## src/rtl/mix_columns_iter.sv

```systemverilog
`default_nettype none
// ============================================================================
// Module   : mix_columns_iter
// Brief    : Iterative AES MixColumns, one column per clock through a single
//            shared GF(2^8) column datapath, valid/ready on both sides.
// Revision : 1.0
// ============================================================================
module mix_columns_iter (
    input  logic         clk,
    input  logic         reset,
    input  logic         in_valid,
    output logic         in_ready,
    input  logic [127:0] in_data,
    output logic         out_valid,
    input  logic         out_ready,
    output logic [127:0] out_data,
    output logic         busy
);

    typedef enum logic [1:0] {
        S_IDLE = 2'd0,
        S_BUSY = 2'd1,
        S_DONE = 2'd2
    } state_t;

    // [row][col] packed so that row 0 / col 0 is the most significant byte.
    logic [3:0][3:0][7:0] r_src;
    logic [3:0][3:0][7:0] r_dst;
    logic [1:0]           r_col;
    state_t               r_state;
    state_t               w_state_next;

    logic [7:0] w_s0, w_s1, w_s2, w_s3;
    logic [7:0] w_r0, w_r1, w_r2, w_r3;

    function automatic logic [7:0] xtime(input logic [7:0] a);
        return {a[6:0], 1'b0} ^ (a[7] ? 8'h1b : 8'h00);
    endfunction

    function automatic logic [7:0] mul3(input logic [7:0] a);
        return xtime(a) ^ a;
    endfunction

    // Row r lives at packed index 3-r, column c at 3-c (= ~c for 2 bits).
    always_comb begin
        w_s0 = r_src[3][~r_col];
        w_s1 = r_src[2][~r_col];
        w_s2 = r_src[1][~r_col];
        w_s3 = r_src[0][~r_col];
        w_r0 = xtime(w_s0) ^ mul3(w_s1) ^ w_s2 ^ w_s3;
        w_r1 = w_s0 ^ xtime(w_s1) ^ mul3(w_s2) ^ w_s3;
        w_r2 = w_s0 ^ w_s1 ^ xtime(w_s2) ^ mul3(w_s3);
        w_r3 = mul3(w_s0) ^ w_s1 ^ w_s2 ^ xtime(w_s3);
    end

    always_ff @(posedge clk) begin
        if (reset) begin
            r_state <= S_IDLE;
        end else begin
            r_state <= w_state_next;
        end
    end

    always_comb begin
        w_state_next = r_state;
        case (r_state)
            S_IDLE: if (in_valid)      w_state_next = S_BUSY;
            S_BUSY: if (r_col == 2'd3) w_state_next = S_DONE;
            S_DONE: if (out_ready)     w_state_next = S_IDLE;
            default:                   w_state_next = S_IDLE;
        endcase
    end

    always_ff @(posedge clk) begin
        if (reset) begin
            r_src <= '0;
            r_dst <= '0;
            r_col <= 2'd0;
        end else begin
            case (r_state)
                S_IDLE: begin
                    if (in_valid) begin
                        r_src <= in_data;
                        r_col <= 2'd0;
                    end
                end
                S_BUSY: begin
                    r_dst[3][~r_col] <= w_r0;
                    r_dst[2][~r_col] <= w_r1;
                    r_dst[1][~r_col] <= w_r2;
                    r_dst[0][~r_col] <= w_r3;
                    r_col            <= r_col + 2'd1;
                end
                default: begin
                end
            endcase
        end
    end

    assign in_ready  = (r_state == S_IDLE);
    assign out_valid = (r_state == S_DONE);
    assign busy      = (r_state != S_IDLE);
    assign out_data  = r_dst;

endmodule
`default_nettype wire
```

## config.mk

```make
export PLATFORM = sky130hd
export DESIGN_NAME = mix_columns_iter
export DESIGN_NICKNAME = d
export VERILOG_FILES = /design/src/rtl/mix_columns_iter.sv
export SDC_FILE = /design/constraint.sdc
export NUM_CORES = 1
export LEC_CHECK = 0
export ABC_AREA = 1
export CORE_UTILIZATION = 52
export DETAILED_ROUTE_END_ITERATION = 8
export PLACE_DENSITY = 0.87
export SLEW_MARGIN = 20
export SYNTH_ARGS = -nofsm -noshare
export SYNTH_HDL_FRONTEND = slang
export SYNTH_SLANG_ARGS = --single-unit
```

## constraint.sdc

```tcl
create_clock -name clk -period 2.18 [get_ports clk]
set_input_delay 0.654 -clock clk [delete_from_list [all_inputs] [get_ports clk]]
set_output_delay 0.654 -clock clk [all_outputs]
set_load 0.1 [all_outputs]
```

* Word-level counts from Yosys, hierarchy flattened *
Cells that the tools add are included.

cells by class
  $add $sub $neg = 1
  order comparisons = 2
  eq/ne operators = 6
  mux-type cells = 24
  bitwise logic cells = 21
  reduce and logical (&&, ||, !) cells = 7

operators with widths
  cell                 count
  $bwmux 32            4
  $xor 8x8->8          16
  $bmux 8 s2           4
  $mux 8               5
  $xor 8x5->8          4
  $mux 5               4
  $demux 8 s2          1
  $mux 2               4
  $pmux 2 s3           1
  $eq 2x2->1 const B   2
  $ne 2x2->1 const B   2
  $pmux 2 s2           1
  $reduce_and 2->1     2
  $reduce_bool 2->1    2
  $lt 2x3->1 const B   1
  $reduce_and 3->1     1
  $add 2x1->2 const B  1
  $eq 2x1->1 const B   1
  $ge 2x1->1 const B   1
  $logic_not 2->1      1
  $ne 2x1->1 const B   1
  $not 2->2            1
  $logic_and 1x1->1    1

word-level totals
  register bits = 260
  logic and storage cells = 95

* Longest topological paths before layout *
Gate-level depths: netlist of run 1.

  depth after elaboration = 10
  gate-level depth with buffers = 17
  gate-level depth less buffers = 14

* Least setup slack after synthesis of run 1 *
OpenSTA, ideal clock, no wires.

  kind = register to output
  start = reg r_state[0]
  end = out busy
  data arrival time = 2.579 ns
  data required time = 1.526 ns
  slack = -1.053 ns
  stages on the path, launching flop included = 3
  buffers on the path = 0
  cell sequence = dfxtp_1 nor2_1 inv_1

on the way
  word-level cells in the longest chain between the ends = 1

RTL lines
  what                      RTL line  source
  start: declaration        30        state_t r_state;
  start signal: assignment  60        r_state <= w_state_next;
  $reduce_bool 2->1         102       assign busy = (r_state != S_IDLE);
  end: declaration          17        output logic busy

Every way passes these cells.

* Final worst setup path of run 1 *
  start = reg r_col[0]
  end = reg r_dst (netlist bit out_data[47])

on the way
  word-level cells in the longest chain between the ends = 7
  elaborated cells on any way between the ends = 21
  those cells by class = order compare (2); mux (11); bitwise (7); reduce/logical (1)

RTL lines
  what                                        RTL line  source
  start: declaration                          29        logic [1:0] r_col;
  start signal: assignment                    92        r_col <= r_col + 2'd1;
  $not 2->2 (*)                               n/a
  $bmux 8 s2, on equally long branches        n/a
  $mux 8, on equally long branches            n/a
  $xor 8x8->8 or $xor 8x5->8 (tied branches)  52, 37
  $xor 8x8->8, on equally long branches       52, 41
  $xor 8x8->8                                 52        w_r2 = w_s0 ^ w_s1 ^ xtime(w_s2) ^ mul3(w_s3);
  $bwmux 32 (*)                               90        r_dst[1][~r_col] <= w_r2;
  end signal: indexed assignment              89        r_dst[2][~r_col] <= w_r1;
  end signal: indexed assignment              90
  end signal: indexed assignment              91        r_dst[0][~r_col] <= w_r3;
  end: declaration                            28        logic [3:0][3:0][7:0] r_dst;

Every way passes the cells marked *; elsewhere a longest branch is shown, timed or not. The select of a mux whose other input is x is not followed.
A chain may end at the register's enable or synchronous reset.

==> results.toml, run 1 <==
[place]
pre_cts_slack_ns = 0.06594
port_buffers = 262
hpwl_um = 29480
place_congestion = 0.9193
dp.cells = 2484

[power]
ir_drop_mv = 0.4927
power_uw = 14720
p_leak_uw = 0.008425
cellPowerDensity_mw_per_mm2 = 836.1

[die]
ios = 263
die_area_sq_mm = 0.02527
die_w_um = 159.0
core_sq_mm = 0.02425
initial_core_util_pct = 52.84
die_h_um = 159.0
placementRows = 57

[timing]
final-setup-viol-count = 0
period_minus_slack_ns = 2.081
worst_pin_slew_ns = 0.5196
fin_ws_ns = 0.09911
fin_worst_skew_ns = 0.01872
period_share_pct = 95.45
relSlewSlack_pct = 65.28
hold_violations = 0
fmax_mhz = 480.6
slew_viol_final = 0
fin_setup_tns_ns = 0

[grt]
grt_max_degree = 82
antenna_found_initial = 0
grt_overflow = 0
grt_pass1_wl_um = 64230
grt_usage_pct = 30.80
first_global_vias = 12836

[setup_path]
rrSetupSlack_ns = 0.1
cp_max_fo = 15
start_kind = "flip-flop"
crit_start = "r_col[0]"
r2r-end = "out_data[47]"
r2r_cells = 12
critPathKind = "flip-flop to flip-flop"
worstPathArrival_ns = 2.52
endpoint = "out_data[47]"
crit_required_ns = 2.62
critPathCaptureType = "flip-flop"
rr_startpoint = "r_col[0]"

[finish]
final_cells = 2534
syn_to_final_growth_pct = 37.44
drive_gt1_share_pct = 13.67
multi_input_area_sq_mm = 0.006663
final_net_count = 2326
seqCellArea_sq_mm = 0.005210
fillers = 1838
antenna_cells = 0

[yosys]
netlist_instances = 1962
synth_area_per_cell_sq_um = 6.530
synth_cell_type_count = 26
yosysSeqAreaShare_pct = 40.63
yosysWarningCount = 0
synthesis.area_sq_mm = 0.01281
syn_nets = 2098
ys_seq_elements = 260

[min_path]
hp-class = "flip-flop to flip-flop"

[route]
post-route-drc-count = 0
avgRoutedWirePerCell_um = 15.88
wl_um = 40230
via_per_inst = 5.476
antenna_left = 0
via_count = 13877
first_pass_iters = 6
drt_iter0_drc = 1351

[clock_tree]
root_buffer = "clkbuf_16"
cts_setup_buffers = 0
htreeDepth = 1
cts.sinks = 260
numCtsBuffers = 26
cts_buffer_depth = 3
cts_tree = "built"
clock_latency_ns = 0.54
clkTransAtPathRegs_ns = 0.06

[run_status]
status = "finished clean"

[flow_run]
maxCapViolations = 0
-- worst min-delay path by stage --
stage                    start    endpoint  slack (ns)  depth (start not counted)
floorplan           r_src[108]  r_src[108]        0.44                          2
global placement     r_src[33]   r_src[33]        0.45                          2
detailed placement   r_src[67]   r_src[67]        0.46                          2
CTS                  r_src[67]   r_src[67]        0.47                          2
global route         r_src[33]   r_src[33]        0.50                          2
finish               r_src[67]   r_src[67]        0.47                          2
-- where the power goes --
| part | internal [uW] | total, uW | switching (uW) |
|---|---|---|---|
| Clock | 2850 | 4740 | 1890 |
| Combinational | 1480 | 4670 | 3190 |
| Sequential | 5080 | 5310 | 234 |
-- synthesized netlist by cell type --
cell type    n  area share [%]
nand3_1    210             8.2
nand3_2      2            0.16
buf_2       26             1.0
nand2_1    643              19
o21a_1      89             5.2
nand3b_4     1            0.16
buf_1        7            0.21
clkbuf_1    63             1.8
a211oi_1     1           0.059
a21o_1       1           0.059
a21oi_2      4            0.27
ha_1         4            0.39
o21ai_0    168             6.6
a21oi_1     52             2.0
inv_2       22            0.64
nand3b_1     6            0.35
nand2_4      1           0.088
nor2_1     234             6.9
xnor2_1      8            0.55
nand2_2     27             1.3
dfxtp_1    260              41
xor2_2       1            0.13
nor3_1       1           0.039
buf_4        3            0.18
inv_1      120             3.5
buf_6        8            0.70
-- metal layers --
| layer | vias up | global-route usage, % | wire [um] | part of all wire, % |
|---|---|---|---|---|
| met5 | - | 0 | 0 | 0 |
| met4 | 0 | 14.69 | 1884 | 4.7 |
| met3 | 127 | 4.272 | 3181 | 7.9 |
| met2 | 665 | 52.97 | 19260 | 48 |
| met1 | 6390 | 38.04 | 15910 | 40 |
| li1 | 6695 | - | - | - |
-- cells by family (layout without fill, tap and decap cells) --
logic type | after synthesis | count (layout) | synth area share (%)
flops | 260 | 260 | 40.62
xor+xnor | 9 | 9 | 0.6739
compound gates | 315 | 315 | 14.20
fa+ha+maj | 4 | 4 | 0.3906
simple gates | 1125 | 1125 | 36.01
buf+inv | 249 | 497 | 8.105
-- registers in the layout (all words and copies together), names as in the netlist --
signal,flops
out_data,128
r_src,128
r_state,2
r_col,2
-- final cells by class --
cell class / count / area share (%)
Sequential cell: 260 / 29.59
Clock inverter: 12 / 0.8171
Clock buffer: 36 / 4.427
Tap cell: 324 / 2.302
Multi-Input combinational cell: 1453 / 37.84
Inverter: 142 / 3.091
Timing Repair Buffer: 307 / 21.94
-- repair_timing --
item / in CTS / in global routing
setup endpoints to repair: 0 / 83
gates resized for setup: 0 / 21
hold buffers: 0 / 0
-- through the flow --
stage / hold WS, ns / area (sq um) / util, %
3_3_place_gp: 0.4512 / 16550 / 68.26
4_1_cts: 0.4696 / 17480 / 72.07
5_1_grt: 0.4962 / 17610 / 72.62
2_1_floorplan: 0.4437 / 12820 / -
3_5_place_dp: 0.4596 / 16550 / 68.26
6_report: 0.4737 / 17610 / 72.62
-- worst max-delay path, cell delays in order (launching register included) --
cell	delay, ns
dfxtp_4	0.41
buf_12	0.17
nand2_1	0.10
nand3_1	0.09
nand2_1	0.27
nand2_1	0.16
nand2_1	0.16
inv_2	0.11
nand2_1	0.07
nand3b_1	0.20
nand3_1	0.13
nand2_1	0.08
inv_1	0.04
-- cells in the final DEF (no fill, tap or decap), types with 2 or more instances in the layout --
cell type / instances
nand2_1: 632
dfxtp_1: 258
nor2_1: 231
nand3_1: 206
o21ai_0: 168
clkdlybuf4s50_1: 131
inv_1: 119
buf_12: 94
o21a_1: 89
buf_4: 79
a21oi_1: 52
nand2_2: 36
clkbuf_16: 29
inv_2: 20
xnor2_1: 7
clkinv_2: 7
clkbuf_8: 7
nand3b_1: 6
nand3_2: 6
a21oi_2: 4
ha_1: 4
nand2_4: 3
bufinv_16: 3
nor2_4: 2
inv_6: 2
clkinvlp_4: 2
clkbuf_1: 2
Note: power is estimated with default switching activity, not from simulation.
==> inputs of run 2 (changes only) <==
Settings changed: MAX_ROUTING_LAYER set to met4.
==> run 2 against run 1 <==
Against the previous run: count of clock-buffer cells in the layout up 2; cell count down 0.39%; combinational power down 0.9%; sequential power about the same; cell area down 0.64%; via count up 0.40%; hold slack better by 0.0010 ns; power down 0.90%; first-iteration DRC count down 2.0%; critical endpoint is now out_data[78]; largest cell class unchanged.
==> results.toml, run 2 (same netlist as run 1, synthesis figures left out) <==
[route]
post-route-drc-count = 0
wl_um = 40670
avgRoutedWirePerCell_um = 16.11
drt_iter0_drc = 1324
first_pass_iters = 6
antenna_left = 0
via_per_inst = 5.520
via_count = 13932

[timing]
rsz0062_at_grt = "no"
fmax_mhz = 479.0
hold_violations = 0
slew_viol_final = 0
worst_pin_slew_ns = 0.4240
final-setup-viol-count = 0
fin_setup_tns_ns = 0
period_share_pct = 95.76
period_minus_slack_ns = 2.088
relSlewSlack_pct = 71.63
fin_worst_skew_ns = 0.02087
fin_ws_ns = 0.09242

[place]
placedInstanceArea_sq_mm = 0.01646
pre_cts_slack_ns = 0.06026
port_buffers = 262
hpwl_um = 29540
place_congestion = 0.9833
dp.cells = 2474

[setup_path]
rr_startpoint = "r_col[0]"
rrSetupSlack_ns = 0.09
cp_max_fo = 23
r2r_cells = 12
critPathCaptureType = "flip-flop"
worstPathArrival_ns = 2.54
crit_required_ns = 2.63
critPathKind = "flip-flop to flip-flop"
r2r-end = "out_data[78]"
start_kind = "flip-flop"

[power]
power_uw = 14590
p_leak_uw = 0.008367
ir_drop_mv = 0.5241
cellPowerDensity_mw_per_mm2 = 833.9

[grt]
grt_pass1_wl_um = 64330
grt_max_degree = 80
grt_usage_pct = 31.90
first_global_vias = 12898
grt_overflow = 0
antenna_found_initial = 0

[clock_tree]
clock_latency_ns = 0.54
clkTransAtPathRegs_ns = 0.06
cts_tree = "built"
cts.sinks = 260
numCtsBuffers = 26
cts_buffer_depth = 3
htreeDepth = 1
hold_buffers = 0
root_buffer = "clkbuf_16"

[finish]
final_cells = 2524
antenna_cells = 0
layout_common_cells = "632 x nand2_1, 258 x dfxtp_1, 231 x nor2_1"
fillers = 1792
final_net_count = 2317
drive_gt1_share_pct = 13.14
syn_to_final_growth_pct = 36.56
final_area_sq_mm = 0.01750
layout_commonest_cell = "nand2_1"

[flow_run]
maxCapViolations = 0

[min_path]
hp-class = "flip-flop to flip-flop"
worstHoldPathCells = 2
hold_path.startpoint = "r_src[67]"
min_to = "r_src[67]"

[die]
ios = 263
die_h_um = 159.0
core_sq_mm = 0.02425
die_area_sq_mm = 0.02527
die_w_um = 159.0
initial_core_util_pct = 52.84
placementRows = 57

[run_status]
status = "finished clean"
==> run 2: layout make-up <==
class / count / area (sq um) / share of cell area [%]
clock buffers: 38 / 797.0 / 4.555
clock inverters: 9 / 98.84 / 0.5649
inverters: 142 / 544.3 / 3.111
multi-input cells: 1453 / 6636 / 37.93
flip-flops and latches: 260 / 5210 / 29.78
well taps: 324 / 405.4 / 2.317
repair buffers: 298 / 3805 / 21.75
==> run 2: worst max-delay path, stage by stage, from the launching register on <==
cell and delay, ns:
dfxtp_4 0.40, inv_6 0.18, buf_16 0.19, nand2_1 0.08
nand3_1 0.13, nand2_2 0.16, inv_2 0.14, nand2_1 0.10
nand2_1 0.09, nand2_1 0.08, nand3b_1 0.08, nand2_1 0.15
a21oi_1 0.21
==> run 2: worst max-delay path by stage <==
stage                           from            end  slack [ns]
after floorplan           r_state[0]           busy        0.08
after global placement         reset   out_data[45]        0.09
after detailed placement    r_col[0]  out_data[126]        0.06
after CTS                   r_col[0]   out_data[78]       0.008
after global routing        r_col[0]   out_data[91]       0.007
final                       r_col[0]   out_data[78]        0.09
==> run 2: layer usage <==
layer | GRT usage [%] | vias to the layer above | wire length (um)
li1 | - | 6677 | -
met1 | 38.78 | 6365 | 16180
met2 | 52.43 | 755 | 19250
met3 | 4.298 | 135 | 3395
met4 | 14.99 | 0 | 1842
met5 | - | - | 0
==> run 2: metrics by stage <==
stage               utilization, %  hold WS (ns)
finish                       72.16        0.4748
global route                 72.16        0.4973
CTS                          71.59        0.4721
detailed placement           67.90        0.4618
global placement             67.90        0.4513
floorplan                        -        0.4437
==> run 2: timing repair <==
item,CTS,global route
resized for setup,0,19
buffers inserted,0,0
endpoints found under the setup margin,0,104
endpoints found under the hold margin,0,0
==> run 2: report_power, final <==
group	total [uW]	switching, uW	leakage, uW	internal (uW)
Clock	4640	1880	0.000450	2760
Combinational	4630	3160	0.00578	1470
Sequential	5320	241	0.00213	5080
Total	14600	5280	0.00837	9310
